`src/rtl/regfile_dump_reader.sv`:
```
// Purpose: walks a register-file async read port from first_addr to last_addr (wrapping) and streams each word out.
// Latency: start accepted at edge N -> READ in cycle N+1 -> out_valid from cycle N+2; at most one word per 2 cycles.
// Backpressure: a captured word is held stable in HOLD until out_ready; abort cancels from any busy state.
module regfile_dump_reader #(
    parameter int DATA_W = 32,
    parameter int ADDR_W = 5
) (
    input  logic              clk,
    input  logic              rst,
    input  logic              start,
    input  logic [ADDR_W-1:0] first_addr,
    input  logic [ADDR_W-1:0] last_addr,
    input  logic              abort,
    output logic [ADDR_W-1:0] rf_addr,
    input  logic [DATA_W-1:0] rf_data,
    output logic              out_valid,
    input  logic              out_ready,
    output logic [DATA_W-1:0] out_data,
    output logic [ADDR_W-1:0] out_addr,
    output logic              busy,
    output logic              done
);

    localparam logic [1:0] S_IDLE = 2'd0;
    localparam logic [1:0] S_READ = 2'd1;
    localparam logic [1:0] S_HOLD = 2'd2;
    localparam logic [1:0] S_DONE = 2'd3;

    logic [1:0]        state_q,     state_d;
    logic [ADDR_W-1:0] cur_q,       cur_d;
    logic [ADDR_W-1:0] last_q,      last_d;
    logic              out_valid_q, out_valid_d;
    logic [DATA_W-1:0] out_data_q,  out_data_d;
    logic [ADDR_W-1:0] out_addr_q,  out_addr_d;

    // The read port always sees the current pointer; rf_data only matters in READ.
    assign rf_addr   = cur_q;
    assign out_valid = out_valid_q;
    assign out_data  = out_data_q;
    assign out_addr  = out_addr_q;
    assign busy      = (state_q != S_IDLE);
    assign done      = (state_q == S_DONE);

    // Next-state logic: sequence the walk, capture on READ, release on handshake.
    always_comb begin
        state_d     = state_q;
        cur_d       = cur_q;
        last_d      = last_q;
        out_valid_d = out_valid_q;
        out_data_d  = out_data_q;
        out_addr_d  = out_addr_q;
        case (state_q)
            S_IDLE: begin
                // abort in IDLE wins over start so a simultaneous request is dropped
                if (start && !abort) begin
                    cur_d   = first_addr;
                    last_d  = last_addr;
                    state_d = S_READ;
                end
            end
            S_READ: begin
                if (abort) begin
                    out_valid_d = 1'b0;
                    state_d     = S_IDLE;
                end else begin
                    // rf_data is sampled at the edge, so a same-edge write is not seen
                    out_data_d  = rf_data;
                    out_addr_d  = cur_q;
                    out_valid_d = 1'b1;
                    state_d     = S_HOLD;
                end
            end
            S_HOLD: begin
                if (abort) begin
                    out_valid_d = 1'b0;
                    state_d     = S_IDLE;
                end else if (out_valid_q && out_ready) begin
                    out_valid_d = 1'b0;
                    if (cur_q == last_q) begin
                        state_d = S_DONE;
                    end else begin
                        // natural ADDR_W overflow gives the wrap from top entry to 0
                        cur_d   = cur_q + 1'b1;
                        state_d = S_READ;
                    end
                end
            end
            S_DONE: begin
                out_valid_d = 1'b0;
                state_d     = S_IDLE;
            end
            default: begin
                out_valid_d = 1'b0;
                state_d     = S_IDLE;
            end
        endcase
    end

    // State registers; reset clears everything so outputs drop to 0 immediately.
    always_ff @(posedge clk or posedge rst) begin
        if (rst) begin
            state_q     <= S_IDLE;
            cur_q       <= '0;
            last_q      <= '0;
            out_valid_q <= 1'b0;
            out_data_q  <= '0;
            out_addr_q  <= '0;
        end else begin
            state_q     <= state_d;
            cur_q       <= cur_d;
            last_q      <= last_d;
            out_valid_q <= out_valid_d;
            out_data_q  <= out_data_d;
            out_addr_q  <= out_addr_d;
        end
    end

endmodule

```
`config.mk`:
```
export PLATFORM = sky130hd
export DESIGN_NAME = regfile_dump_reader
export DESIGN_NICKNAME = d
export VERILOG_FILES = /design/src/rtl/regfile_dump_reader.sv
export SDC_FILE = /design/constraint.sdc
export NUM_CORES = 1
export LEC_CHECK = 0
export BUFFER_PORTS_ARGS = -buffer_cell sky130_fd_sc_hd__buf_2
export CORE_MARGIN = 2
export CORE_UTILIZATION = 45
export CTS_CLUSTER_SIZE = 20
export DETAILED_ROUTE_END_ITERATION = 8
export PLACE_DENSITY_LB_ADDON = 0.3
export SLEW_MARGIN = 20
export SYNTH_ARGS = -nofsm -noshare
export SYNTH_HDL_FRONTEND = slang
export SYNTH_SLANG_ARGS = --single-unit
```
`constraint.sdc`:
```
create_clock -name clk -period 1.95 [get_ports clk]
set_input_delay 0.39 -clock clk [delete_from_list [all_inputs] [get_ports clk]]
set_output_delay 0.39 -clock clk [all_outputs]
set_load 0.05 [all_outputs]
```
== Yosys cells after proc, flatten, opt, wreduce, memory -nomap -nowiden ==
Cells that the tools add are included.

* Register bits after elaboration: 50
* Bits in latches: 0
* RAM bits: 0
* Bits in read-only memories: 0
* Input port bits: 47
* Output and inout bits: 45
* Logic and storage cells: 44
* Memories: 0

* Add/subtract/negate cells: 1
* $mul: 0
* Divide/modulo/power cells: 0
* $lt $le $gt $ge: 0
* Equality and inequality tests: 9
* Shifts and indexed selects: 0
* Mux-type cells: 15
* Bitwise operators: 1
* Reduce and logical (&&, ||, !) cells: 12

{| class="wikitable"
|+ Operators with widths
! cell !! count
|-
| 5-bit 2-to-1 mux || 4
|-
| 2-bit 2-to-1 mux || 5
|-
| 5-bit one-hot mux with 2 select lines || 1
|-
| 2-bit inequality test, second input constant || 4
|-
| 2-bit one-hot mux with 4 select lines || 1
|-
| 2-bit AND reduction || 4
|-
| 5-bit by 1-bit adder with 5-bit output, second input constant || 1
|-
| 5-bit equality test || 1
|-
| 5-bit AND reduction || 1
|-
| 2-bit equality test, second input constant || 2
|-
| 2-bit nonzero test || 2
|-
| 1-bit 2-to-1 mux || 3
|-
| 3-bit inequality test, second input constant || 1
|-
| 1-bit one-hot mux with 3 select lines || 1
|-
| 3-bit nonzero test || 1
|-
| 2-bit by 1-bit equality test with 1-bit output, second input constant || 1
|-
| 1-bit logical AND || 2
|-
| 2-bit logical NOT || 1
|-
| 1-bit logical NOT || 1
|-
| 1-bit inverter || 1
|}

== Logic depth before layout (Yosys ltp) ==
* Depth after elaboration: 5
* Mapped depth: 6
* Gate-level depth less buffers: 4

== Least setup slack after synthesis ==
Ideal clock, no wire load.

* Path kind: register to register
* Start point: register cur_q[4] (netlist: rf_addr[4])
* End point: register cur_q[1] (netlist: rf_addr[1])
* Library setup time: 0.125 ns
* Data arrival time: 1.703 ns
* Data required time: 1.825 ns
* Setup slack: 0.122 ns
* Cell stages (with the launch flop): 5
* Path buffers: 0
* Clock period less this slack: 1.828 ns
* Path through: dfrtp_1 -> xor2_1 -> nor4_4 -> a21oi_2 -> mux2_4

* Longest elaborated chain between the ends: 3

{| class="wikitable"
|+ Ends and longest elaborated chain
! item !! line !! RTL
|-
| start, declared || 30 || <nowiki>logic [ADDR_W-1:0] cur_q, cur_d;</nowiki>
|-
| start signal, assigned || 110 || <nowiki>cur_q <= cur_d;</nowiki>
|-
| 5-bit equality test || 79 || <nowiki>if (cur_q == last_q) begin</nowiki>
|-
| 2-bit inequality test (no line) || - ||
|-
| 5-bit AND reduction (no line) || - ||
|}

No other way between the ends.
A chain may end at the register's enable or synchronous reset.

== Worst setup path after layout ==
Ends and elaborated chain as after synthesis.

==> impl_metrics.csv <==
group,metric,value,unit
placement,dp_cells,296,
layout,final_common_cell,"buf_2",
synth,synthesis.nets,200,
route,first_pass_iters,4,
layout,drive_gt1_share,64.0,%
outcome,status,"finished, final reports clean",
pwr,p_clk_share,14.3,%
layout,seqCellArea,1250,sq um
clocking,cts_buffers,5,
route,route.detailed.drc,0,
layout,num-fill-cells,409,
worst_setup_path,rrSetupSlack,0.22,ns
worst_setup_path,crit_chain,"xor2_1, nor4_4, a21oi_2, mux2_4",
clocking,clock_sinks,50,
route,routed_via_density,5.09,
sta,finalSetupViolCount,0,
sta,tightest_slew,0.486,ns
worst_setup_path,arrival,1.91,ns
sta,finalSetupTns,0,ns
sta,maxSlewHeadroom,67.5,%
clocking,cts_root_buf,"clkbuf_8",
worst_setup_path,cp.required,2.14,ns
layout,area_delta_synth_final,29.8,%
global_routing,grt_pass1_wl,6840,um
sta,rsz0062_at_grt,"no",
sta,period_share,88.6,%
layout,diodes,0,
worst_setup_path,crit_end,"rf_addr[1]",
worst_setup_path,cpPeakStageDelay,0.47,ns
global_routing,grt_overflow,0,
placement,preCtsSetupSlack,0.236,ns
worst_hold_path,hold_class,"in2async",
synth,synth-seq-cells,50,
global_routing,globalRouteTotalUtil,16.7,%
worst_setup_path,path_depth,4,
worst_setup_path,cp-start-kind,"register",
flow_run,cap_violations,0,
layout,multiInputGateArea,858,sq um
pwr,power.total,4.19,mW
route,ant_nets,0,
synth,yosysUniqueCellTypes,34,
pwr,seq_power_share,37.5,%
pwr,swShare,46.9,%
die,initial_utilization,46.4,%
die,core_area,4690,sq um
global_routing,grt_max_degree,26,
synth,netlist.area_leader.share,57.5,%
sta,fin_crit,1.73,ns
worst_setup_path,startpoint,"rf_addr[4]",
clocking,path_clk_slew,0.08,ns
placement,port_buffers,91,
synth,seq_area_frac_synth,57.5,%
clocking,cts_setup_buffers,0,
layout,final_nets,297,
global_routing,grt_pass1_vias,1512,
die,die_height,73.5,um
worst_setup_path,path_class,"reg2reg",
pwr,p_switching,1.96,mW
clocking,clock_path_buffers,2,
synth,netlist_instances,152,
layout,fin_cells,304,
pwr,peakVddDrop,0.737,mV
worst_setup_path,rr_worst_depth,4,
worst_setup_path,crit_family,"simple AND/OR/NAND/NOR gates",
worst_setup_path,cp_num_buf_inv,0,
sta,timing.hold.ws,0.0269,ns
sta,drv_slew,0,
sta,fin_ws,0.222,ns
worst_setup_path,cp_max_fo,7,
die,die_w,73.5,um
clocking,cts_resized,0,
clocking,cts_hold_buf,0,
placement,place_hpwl,3170,um
synth,synthTopCellsByArea,"dfrtp_1, mux2_2, xor2_1, nand2_1, nor4b_4",
placement,gp_congestion,0.861,
route,wl_per_cell,14.0,um
worst_setup_path,crit-reg2reg-launch,"rf_addr[4]",
synth,syn_avg_cell_area,14.3,sq um
pwr,p_leak,1.37,nW
worst_setup_path,critPathCaptureType,"register",
sta,clock.fmax,579,MHz
route,routed_wirelength,4250,um
clocking,clock_latency,0.29,ns
sta,fin_skew,0.00391,ns
synth,yosys_warnings,0,
route,drt_iter0_markers,67,
worst_setup_path,r2r_end,"rf_addr[1]",
pwr,cellPowerDensity,1480,nW/um^2
die,die-area,5410,sq um
pwr,intPower,2.22,mW
layout,final_cell_mix,"buf_2, dfrtp_1, mux2_2, nand2_1, clkbuf_8",
pwr,power_frac_comb,48.2,%
die,rows,25,
die,ios,92,
worst_setup_path,slowest_stage,"nor4_4",
route,via_count,1548,
clocking,cts_max_level,2,
synth,synth_area,2180,sq um
clocking,cts_tree,"done",
synth,yosysTopAreaCell,"dfrtp_1",
sta,hold_viol,0,
global_routing,antenna_found_initial,0,
==> sequential cells by signal, summed over array words and instances (netlist names) <==
name,count
out_data,32
last_q,5
out_addr,5
rf_addr,5
state_q,2
out_valid,1
==> worst register-to-register path: cells and delay by family (launching register included) <==
| family | cells | cell delay (ns) |
|---|---|---|
| flops | 1 | 0.45 |
| mux | 1 | 0.32 |
| xor+xnor | 1 | 0.21 |
| simple gates | 1 | 0.47 |
| compound gates | 1 | 0.17 |
==> cell families (layout without fill, tap and decap cells) <==
group	count (synthesis)	in the layout	synth area share, %
AOI/OAI and AO/OA	16	16	6.15
muxes	44	44	22.9
and+or+nand+nor	24	24	7.48
buffers and inverters	12	110	3.33
DFF	50	50	57.5
xor gates and xnor gates	5	5	2.01
adders and majority gates	1	1	0.575
==> power by group through the flow <==
stage	Clock, mW	Sequential [mW]	Combinational [mW]
2_1_floorplan	0	2.63	0.503
3_3_place_gp	0	1.59	2.01
3_5_place_dp	0	1.59	2.04
4_1_cts	0.627	1.58	2.04
5_1_grt	0.668	1.63	2.11
6_report	0.599	1.57	2.02
==> stage by stage <==
| step | cell area [sq um] | utilization, % |
|---|---|---|
| global placement | 2730 | 58.3 |
| detailed placement | 2730 | 58.3 |
| finish | 2830 | 60.2 |
| CTS | 2830 | 60.2 |
| floorplan | 2180 | - |
| global route | 2830 | 60.2 |
==> cells in the mapped netlist <==
library cell,n
a22oi_1,3
and2_1,1
dfrtp_1,50
buf_2,1
and2_4,1
a221o_1,1
mux2_4,1
xnor2_1,1
nand2_1,7
a31o_2,1
and3_1,1
o21ai_0,1
nor4_4,1
nor2b_1,1
buf_6,2
xor2_1,4
nand3_1,3
o21bai_1,1
nand2b_1,3
o22ai_1,2
a21oi_2,1
clkbuf_1,1
a221o_2,2
ha_1,1
buf_4,3
a211oi_1,1
a221oi_1,1
nor2_1,3
nor4b_4,1
inv_1,5
mux2_2,43
nor3b_2,1
a211o_2,2
or2_2,1
==> how the worst min path moves through the flow <==
stage	startpoint	end	slack, ns	cells past startpoint
after global routing	rst	out_data[8]	0.02	2
after floorplan	abort	state_q[1]	0.46	1
final	rst	out_data[14]	0.03	2
after detailed placement	rst	out_data[8]	0.35	2
after CTS	rst	out_data[25]	0.02	2
after global placement	rst	out_data[17]	0.35	2
==> routing by layer <==
| layer | GRT usage [%] | wire [um] | vias up |
|---|---|---|---|
| met2 | 26.2 | 2140 | 58 |
| li1 | - | - | 736 |
| met3 | 6.31 | 333 | 0 |
| met5 | 0 | 0 | - |
| met4 | 6.26 | 0 | 0 |
| met1 | 20.9 | 1780 | 754 |
==> area by class of cell <==
type                       instances  share of cell area (%)
sequential                        50                    44.3
multi-input combinational         90                    30.4
timing repair buffer              97                    19.0
clock buffer                       7                    3.06
tap                               54                    2.39
inverter                           5                   0.664
clock inverter                     1                   0.177
No activity file was read; power rests on OpenSTA's default activity.
